===== src/rtl/muldiv_if.sv =====
// EX-stage handshake between the pipeline and the multiply/divide scheduler.
// The pipeline side drives the operation and operands; the scheduler returns stall, done and {HI,LO}.
interface muldiv_if #(
  parameter int DATA_W = 32
);
  logic                  op_valid;
  logic [5:0]            alu_control;
  logic [DATA_W-1:0]     src_a;
  logic [DATA_W-1:0]     src_b;
  logic [2*DATA_W-1:0]   hilo;
  logic                  flush;
  logic                  pipe_stall;
  logic                  stall;
  logic                  done;
  logic [2*DATA_W-1:0]   result;
  logic                  hilo_we;

  modport master (
    output op_valid, alu_control, src_a, src_b, hilo, flush, pipe_stall,
    input  stall, done, result, hilo_we
  );

  modport slave (
    input  op_valid, alu_control, src_a, src_b, hilo, flush, pipe_stall,
    output stall, done, result, hilo_we
  );
endinterface


===== src/rtl/muldiv_scheduler.sv =====
// Sequencer for the shared EX-stage resource: 2-cycle multiply / MADD / MSUB and a
// 32-iteration radix-2 restoring divider. It stalls IF-EX while busy and commits {HI,LO} once.
module muldiv_scheduler #(
  parameter int DATA_W = 32
) (
  input  logic     clk,
  input  logic     resetn,
  muldiv_if.slave  bus
);
  localparam logic [5:0] ALU_SIGNED_MULT   = 6'h18;
  localparam logic [5:0] ALU_UNSIGNED_MULT = 6'h19;
  localparam logic [5:0] ALU_SIGNED_DIV    = 6'h1A;
  localparam logic [5:0] ALU_UNSIGNED_DIV  = 6'h1B;
  localparam logic [5:0] ALU_MADD_MULT     = 6'h1C;
  localparam logic [5:0] ALU_MADDU_MULT    = 6'h1D;
  localparam logic [5:0] ALU_MSUB_MULT     = 6'h1E;
  localparam logic [5:0] ALU_MSUBU_MULT    = 6'h1F;
  localparam int         PW                = 2 * DATA_W;

  typedef enum logic [1:0] {S_IDLE, S_MUL, S_DIV, S_DONE} state_t;
  typedef enum logic [1:0] {K_MUL, K_MADD, K_MSUB} kind_t;

  state_t              state_reg;
  kind_t               kind_reg;
  logic                signed_reg;
  logic                neg_q_reg;
  logic                neg_r_reg;
  logic [DATA_W-1:0]   a_reg;
  logic [DATA_W-1:0]   b_reg;
  logic [PW-1:0]       hilo_reg;
  logic [PW-1:0]       result_reg;
  logic [DATA_W:0]     rem_reg;
  logic [5:0]          count_reg;

  logic                handled;
  logic                is_div;
  logic                op_signed;
  kind_t               kind;
  logic                start;
  logic [DATA_W-1:0]   mag_a;
  logic [DATA_W-1:0]   mag_b;

  always_comb begin
    handled   = 1'b1;
    is_div    = 1'b0;
    op_signed = 1'b0;
    kind      = K_MUL;
    case (bus.alu_control)
      ALU_SIGNED_MULT:   op_signed = 1'b1;
      ALU_UNSIGNED_MULT: op_signed = 1'b0;
      ALU_MADD_MULT:     begin op_signed = 1'b1; kind = K_MADD; end
      ALU_MADDU_MULT:    kind = K_MADD;
      ALU_MSUB_MULT:     begin op_signed = 1'b1; kind = K_MSUB; end
      ALU_MSUBU_MULT:    kind = K_MSUB;
      ALU_SIGNED_DIV:    begin op_signed = 1'b1; is_div = 1'b1; end
      ALU_UNSIGNED_DIV:  is_div = 1'b1;
      default:           handled = 1'b0;
    endcase
  end

  // Reset is folded in so that no stall request escapes while the block is held in reset.
  assign start = resetn & bus.op_valid & handled & (state_reg == S_IDLE) & ~bus.flush;
  assign mag_a = (op_signed & bus.src_a[DATA_W-1]) ? -bus.src_a : bus.src_a;
  assign mag_b = (op_signed & bus.src_b[DATA_W-1]) ? -bus.src_b : bus.src_b;

  // Multiply path: 33-bit extended operands, product taken modulo 2^64.
  logic signed [DATA_W:0] ext_a;
  logic signed [DATA_W:0] ext_b;
  logic [PW-1:0]          product;
  logic [PW-1:0]          mac_result;

  assign ext_a   = {signed_reg & a_reg[DATA_W-1], a_reg};
  assign ext_b   = {signed_reg & b_reg[DATA_W-1], b_reg};
  assign product = PW'(ext_a) * PW'(ext_b);

  always_comb begin
    case (kind_reg)
      K_MADD:  mac_result = hilo_reg + product;
      K_MSUB:  mac_result = hilo_reg - product;
      default: mac_result = product;
    endcase
  end

  // Divide step: a_reg shifts the dividend out MSB-first and the quotient in LSB-first.
  logic [DATA_W+1:0]   diff;
  logic [DATA_W:0]     rem_next;
  logic [DATA_W-1:0]   quo_next;
  logic [DATA_W-1:0]   quo_fix;
  logic [DATA_W-1:0]   rem_fix;

  assign diff     = {rem_reg, a_reg[DATA_W-1]} - {2'b00, b_reg};
  assign rem_next = diff[DATA_W+1] ? {rem_reg[DATA_W-1:0], a_reg[DATA_W-1]} : diff[DATA_W:0];
  assign quo_next = {a_reg[DATA_W-2:0], ~diff[DATA_W+1]};
  assign quo_fix  = neg_q_reg ? -quo_next : quo_next;
  assign rem_fix  = neg_r_reg ? -rem_next[DATA_W-1:0] : rem_next[DATA_W-1:0];

  always_ff @(posedge clk or negedge resetn) begin
    if (!resetn) begin
      state_reg  <= S_IDLE;
      kind_reg   <= K_MUL;
      signed_reg <= 1'b0;
      neg_q_reg  <= 1'b0;
      neg_r_reg  <= 1'b0;
      a_reg      <= '0;
      b_reg      <= '0;
      hilo_reg   <= '0;
      result_reg <= '0;
      rem_reg    <= '0;
      count_reg  <= '0;
    end else if (bus.flush) begin
      state_reg  <= S_IDLE;
      result_reg <= '0;
      count_reg  <= '0;
    end else begin
      case (state_reg)
        S_IDLE: begin
          if (start) begin
            kind_reg   <= kind;
            signed_reg <= op_signed;
            neg_q_reg  <= op_signed & (bus.src_a[DATA_W-1] ^ bus.src_b[DATA_W-1]);
            neg_r_reg  <= op_signed & bus.src_a[DATA_W-1];
            a_reg      <= is_div ? mag_a : bus.src_a;
            b_reg      <= is_div ? mag_b : bus.src_b;
            hilo_reg   <= bus.hilo;
            rem_reg    <= '0;
            count_reg  <= '0;
            if (!is_div) begin
              state_reg <= S_MUL;
            end else if (bus.src_b == '0) begin
              result_reg <= {bus.src_a, {DATA_W{1'b1}}};
              state_reg  <= S_DONE;
            end else begin
              state_reg <= S_DIV;
            end
          end
        end
        S_MUL: begin
          result_reg <= mac_result;
          state_reg  <= S_DONE;
        end
        S_DIV: begin
          a_reg     <= quo_next;
          rem_reg   <= rem_next;
          count_reg <= count_reg + 6'd1;
          if (count_reg == 6'd31) begin
            result_reg <= {rem_fix, quo_fix};
            state_reg  <= S_DONE;
          end
        end
        S_DONE: begin
          if (!bus.pipe_stall) begin
            result_reg <= '0;
            state_reg  <= S_IDLE;
          end
        end
        default: state_reg <= S_IDLE;
      endcase
    end
  end

  assign bus.stall   = ~bus.flush & (start | (state_reg == S_MUL) | (state_reg == S_DIV));
  assign bus.done    = (state_reg == S_DONE);
  assign bus.result  = result_reg;
  assign bus.hilo_we = (state_reg == S_DONE) & ~bus.pipe_stall & ~bus.flush;
endmodule


===== src/flat_wrapper.sv =====
// flat-port wrapper written by rule: the top's interface ports become plain ports
module muldiv_scheduler_flat 
#(
  parameter int DATA_W = 32
)
  (clk, resetn, bus_op_valid, bus_alu_control, bus_src_a, bus_src_b, bus_hilo, bus_flush, bus_pipe_stall, bus_stall, bus_done, bus_result, bus_hilo_we);
  muldiv_if #(.DATA_W(DATA_W)) bus_i ();
  input  logic clk;
  input  logic resetn;
  input wire logic [$bits(bus_i.op_valid)-1:0] bus_op_valid;
  input wire logic [$bits(bus_i.alu_control)-1:0] bus_alu_control;
  input wire logic [$bits(bus_i.src_a)-1:0] bus_src_a;
  input wire logic [$bits(bus_i.src_b)-1:0] bus_src_b;
  input wire logic [$bits(bus_i.hilo)-1:0] bus_hilo;
  input wire logic [$bits(bus_i.flush)-1:0] bus_flush;
  input wire logic [$bits(bus_i.pipe_stall)-1:0] bus_pipe_stall;
  output wire logic [$bits(bus_i.stall)-1:0] bus_stall;
  output wire logic [$bits(bus_i.done)-1:0] bus_done;
  output wire logic [$bits(bus_i.result)-1:0] bus_result;
  output wire logic [$bits(bus_i.hilo_we)-1:0] bus_hilo_we;
  assign bus_i.op_valid = bus_op_valid;
  assign bus_i.alu_control = bus_alu_control;
  assign bus_i.src_a = bus_src_a;
  assign bus_i.src_b = bus_src_b;
  assign bus_i.hilo = bus_hilo;
  assign bus_i.flush = bus_flush;
  assign bus_i.pipe_stall = bus_pipe_stall;
  assign bus_stall = bus_i.stall;
  assign bus_done = bus_i.done;
  assign bus_result = bus_i.result;
  assign bus_hilo_we = bus_i.hilo_we;
  muldiv_scheduler #(.DATA_W(DATA_W)) u_core (.clk(clk), .resetn(resetn), .bus(bus_i));
endmodule

===== config.mk =====
export PLATFORM = sky130hd
export DESIGN_NAME = muldiv_scheduler_flat
export DESIGN_NICKNAME = d
export VERILOG_FILES = /design/src/rtl/muldiv_if.sv /design/src/rtl/muldiv_scheduler.sv /design/src/flat_wrapper.sv
export SDC_FILE = /design/constraint.sdc
export NUM_CORES = 2
export LEC_CHECK = 0
export ABC_AREA = 1
export CORE_MARGIN = 3
export CORE_UTILIZATION = 65
export CTS_BUF_LIST = sky130_fd_sc_hd__clkbuf_16
export DETAILED_ROUTE_END_ITERATION = 12
export GPL_TIMING_DRIVEN = 0
export PLACE_DENSITY = 0.84
export SLEW_MARGIN = 20
export SYNTH_ARGS = -nofsm -noshare
export SYNTH_HDL_FRONTEND = slang
export SYNTH_SLANG_ARGS = --single-unit

===== constraint.sdc =====
create_clock -name clk -period 17.3 [get_ports clk]
set_input_delay 2.595 -clock clk [delete_from_list [all_inputs] [get_ports clk]]
set_output_delay 2.595 -clock clk [all_outputs]
set_load 0.05 [all_outputs]

### Word level (Yosys, flattened, before mapping)

Index checks and enable logic that the tools add are counted.

* output and inout bits: 67
* word-level logic and storage cells: 105
* register bits: 238
* input bits: 139

* equality and inequality tests: 20
* add/sub/neg operators: 8
* multipliers: 1
* mux-type cells: 33
* bitwise operators: 18
* reductions and logical operators: 14

Operators with widths (count)
* $mux 64: 6
* $pmux 64 s4: 1
* $mux 32: 7
* $neg 32->32: 4
* $pmux 64 s2: 1
* $mux 33: 2
* $pmux 33 s2: 1
* $add 64x64->64: 1
* $mul 33x33->64: 1
* $pmux 32 s2: 1
* $sub 64x64->64: 1
* $eq 6x5->1 const B: 9
* $sub 34x32->34: 1
* $logic_not 32->1: 1
* $and 1x1->1: 12
* $mux 6: 2
* $pmux 6 s2: 1
* $mux 2: 5
* $ne 3x2->1 const B: 3
* $reduce_and 3->1: 3
* $pmux 2 s4: 1
* $reduce_or 8->1: 1
* $add 6x1->6 const B: 1
* $eq 2x2->1 const B: 3
* other kinds (15): 25

### Depth between registers and ports, before layout

* word-level depth: 9
* gate-level depth with buffers: 61
* gate-level depth less buffers: 59

### Worst setup path after synthesis

Ideal clock, no wire load.

* kind: register -> register
* start: register u_core.a_reg[31]
* end: register u_core.result_reg[57], in the netlist u_core.bus.result[57]
* required time: 17182 ps
* period minus slack after synthesis: 9567 ps
* path slack: 7733 ps
* path buffers: 3
* data arrival time: 9450 ps
* setup time: 118 ps
* cell stages (with the launch flop): 47
* cell sequence: dfrtp_1 clkbuf_1 nand2_1 clkbuf_1 buf_1 nor2_1 fa_1 fa_1 fa_1 fa_1 inv_1 fa_1 fa_1 fa_1 fa_1 inv_1 ha_1 nand2_1 (+11 left out) nor4_1 nand3_1 xor2_1 nand2_1 o21ai_0 ha_1 nand2_1 nor2_1 inv_1 nor4_1 nand4_1 nand3_1 nand2_1 o22ai_1 o21ai_0 o21bai_1 nand2_1 nand2_1

* longest elaborated chain between the ends: 7
* elaborated cells between the ends (all ways): 12
* classes of those cells: add/sub: 4; mul: 1; mux: 6; bitwise: 1

Ends and longest elaborated chain
* start, declared: RTL line muldiv_scheduler.sv:28 `logic [DATA_W-1:0] a_reg;`
* start signal, assigned: RTL line muldiv_scheduler.sv:122 `a_reg <= is_div ? mag_a : bus.src_a;`
* start signal, assigned: RTL line muldiv_scheduler.sv:142 `a_reg <= quo_next;`
* branches (longest 5 deep; another with $mul 33x33->64)
* $pmux 64 s4 *: RTL line muldiv_scheduler.sv:115 `case (state_reg)`
* $mux 64 *: RTL line muldiv_scheduler.sv:110 `end else if (bus.flush) begin`
* end signal, assigned: RTL line muldiv_scheduler.sv:130 `result_reg <= {bus.src_a, {DATA_W{1'b1}}};`
* end signal, assigned: RTL line muldiv_scheduler.sv:138 `result_reg <= mac_result;`
* end signal, assigned: RTL line muldiv_scheduler.sv:146 `result_reg <= {rem_fix, quo_fix};`
* end, declared: RTL line muldiv_scheduler.sv:31 `logic [PW-1:0] result_reg;`

Mark *: on every way between the ends. The select of a mux whose other input is x is not followed.
A chain may end at the register's enable or synchronous reset.

### Worst setup path after layout

* start: register u_core.b_reg[31]
* end: register u_core.result_reg[57], in the netlist u_core.bus.result[57]

* longest elaborated chain between the ends: 7
* elaborated cells between the ends (all ways): 12
* classes of those cells: add/sub: 4; mul: 1; mux: 6; bitwise: 1

Ends and longest elaborated chain
* start, declared: RTL line muldiv_scheduler.sv:29 `logic [DATA_W-1:0] b_reg;`
* start signal, assigned: RTL line muldiv_scheduler.sv:123 `b_reg <= is_div ? mag_b : bus.src_b;`
* branches (longest 5 deep; another with $mul 33x33->64)
* $pmux 64 s4 *: RTL line muldiv_scheduler.sv:115
* $mux 64 *: RTL line muldiv_scheduler.sv:110

Marked as above.

==> flow_summary.yaml <==
route:
  dr_total_vias: 62700
  drc: 0
  drtIter0Drc: 8543
  wirelength_met1_mm: 84.8
  drt-total-wl_mm: 265
  wl_met2_mm: 107
  dr_wl_met3_mm: 39.9
  viasPerCell: 6.06
  final_antenna_net_count: 0
  top_layer_used: "met5"
  firstDrtPassIters: 9
  wl_per_cell_um: 25.6
synth:
  synth_seq_cells: 238
  synth_compound_area_share_pct: 7.61
  synth_cells: 8829
  synth_top_family_by_area: "adder cells"
  synth_cell_type_count: 65
  async_flop_share_pct: 100
  ys_seq_area_share_pct: 9.44
  ys_dominant_reg_cell: "dfrtp_1"
  synth_edf_count: 0
  synth_warnings: 0
  syn_nets: 10400
  syn_area_um2: 63100
  synth-xor-area-share_pct: 2.58
  synthAdderAreaFrac_pct: 42.1
  synth_mux_area_share_pct: 0
  avgSynthCellArea_um2: 7.15
  yosys.area_share.simple_pct: 22.7
  synth_top_area_share_pct: 35.7
  synth_area_leaders: "fa_1 (36%), nand2_1 (15%), inv_1 (13%)"
  yosys.area.top_type: "fa_1"
clock_tree:
  root_buffer: "clkbuf_16"
  cts_sinks: 238
  cts_resized: 0
  cts_made_buffers: 25
  cts_tree: "done"
  cts_hold_buf: 0
  clockBufferDepth: 3
  postCtsSetupBuffers: 0
  htreeDepth: 1
  insertion_delay_ns: 0.62
  clk_pin_slew_ns: 0.07
setup_path:
  cp-end-kind: "register"
  crit_path_start_kind: "register"
  cpMaxStageDelayCell: "nand2_1"
  worstPathArrival_ns: 14.53
  cp_common_cell: "nand2_1"
  cp_slowest_stage_delay_ns: 0.80
  path_max_fanout: 10
  worstPathRequired_ns: 17.80
  critPathKind: "reg -> reg"
sta:
  finalCritPeriodShare_pct: 81.1
  finalMaxSlewViolations: 0
  rsz0062_at_grt: "no"
  skew_ns: 0.0372
  hold_viol: 0
  finalCriticalPeriod_ns: 14.02
  slew-limit-headroom_pct: 9.86
  setup_viol: 0
  fmax_mhz: 71.3
  tightest_slew_ns: 1.35
  final.setup.tns_ns: 0
cells_and_area:
  final_common_cell: "nand2_1"
  final_layout_size_suffix_gt1_share_pct: 2.16
  final_cell_mix: "nand2_1 (2504), inv_1 (2208), fa_1 (1126), nor2_1 (516), ha_1 (319)"
  syn2layout_area_growth_pct: 7.27
  fin_nets: 10600
  final_util_pct: 70.8
global_route:
  grt_pass1_wl_mm: 392
  overflow: 0
  grt_max_degree: 101
  grt_use_total_pct: 52.7
  antenna_found_initial: 21
  grt_pass1_vias: 64000
floorplanning:
  die_x_um: 318
  ios: 206
  initial_core_util_pct: 66.0
  num_rows: 113
  fp.dieArea_um2: 101000
  die_h_um: 318
  coreArea_um2: 95600
placement:
  dp_hpwl_mm: 220
  gp_congestion: 1.16
  io_buffers: 205
min_path:
  hp-class: "reg -> reg"
outcome:
  outcome: "completed"
flow_run:
  drv_cap: 0
worst max-delay path: cells and delay by family (launching register included):
family / cells / cell delay (ns)
adder cells (fa/ha/maj): 10 / 4.95
AND/OR/NAND/NOR: 24 / 4.80
buffers and inverters: 12 / 2.12
AO/OA/AOI/OAI: 3 / 1.23
XOR/XNOR: 2 / 0.45
flip-flops: 1 / 0.34
kinds of logic after synthesis:
| family | after synthesis |
|---|---|
| and+or+nand+nor | 3539 |
| buffers and inverters | 2612 |
| adders and majority gates | 1446 |
| AOI/OAI and AO/OA | 810 |
| DFF | 238 |
| xor gates and xnor gates | 184 |
worst paths after layout:
check | start | to | slack, ns | cells after the start
max in group asynchronous | resetn | u_core.a_reg[25] | 14.46 | 2
min reg2reg | u_core.bus.result[59] | u_core.bus.result[59] | 0.49 | 2
min in group asynchronous | resetn | u_core.bus.result[42] | 1.93 | 1
min | u_core.bus.result[59] | u_core.bus.result[59] | 0.49 | 2
max reg2reg | u_core.b_reg[31] | u_core.bus.result[57] | 3.28 | 51
max | u_core.b_reg[31] | u_core.bus.result[57] | 3.28 | 51
metrics by stage:
stage          cells  hold WS [ns]  cell area (µm²)  setup slack, ns
2_1_floorplan   8829         0.446            63100             7.73
6_report       10400         0.486            67700             3.28
4_1_cts        10300         0.488            67600             3.98
5_1_grt        10300         0.520            67700             2.94
3_3_place_gp   10300         0.465            66800           0.0146
3_5_place_dp   10300         0.465            66800             4.05
cell type report:
cell class	count	area (µm²)
multi-input cells	5979	47300
fillers	7750	27900
inverters	2231	8380
flip-flops and latches	238	5960
repair buffers	208	2120
well taps	1265	1580
plain buffers	381	1540
clock buffers	25	626
clock inverters	18	179
diodes	14	35.0
Yosys cell counts, types with 18 or more instances:
cell,instances
a21oi_1,252
a22o_1,25
a31oi_1,33
buf_1,76
clkbuf_1,293
dfrtp_1,238
fa_1,1127
ha_1,319
inv_1,2203
inv_2,23
nand2_1,2504
nand3_1,249
nand4_1,61
nor2_1,516
nor3_1,76
nor4_1,21
o211ai_1,72
o21ai_0,263
o21ai_1,19
o21ai_2,18
o221ai_1,32
o22ai_1,19
or2_2,26
xnor2_1,57
xor2_1,125
layer usage:
layer	GRT usage (%)	up-vias
met5	2.08	-
li1	-	26500
met3	21.6	1614
met2	74.6	5106
met4	49.8	24
met1	59.9	29500
Power is left out: the tool's default activity adds up to more than one toggle a clock period on the data nets, which glitch-free logic cannot reach.
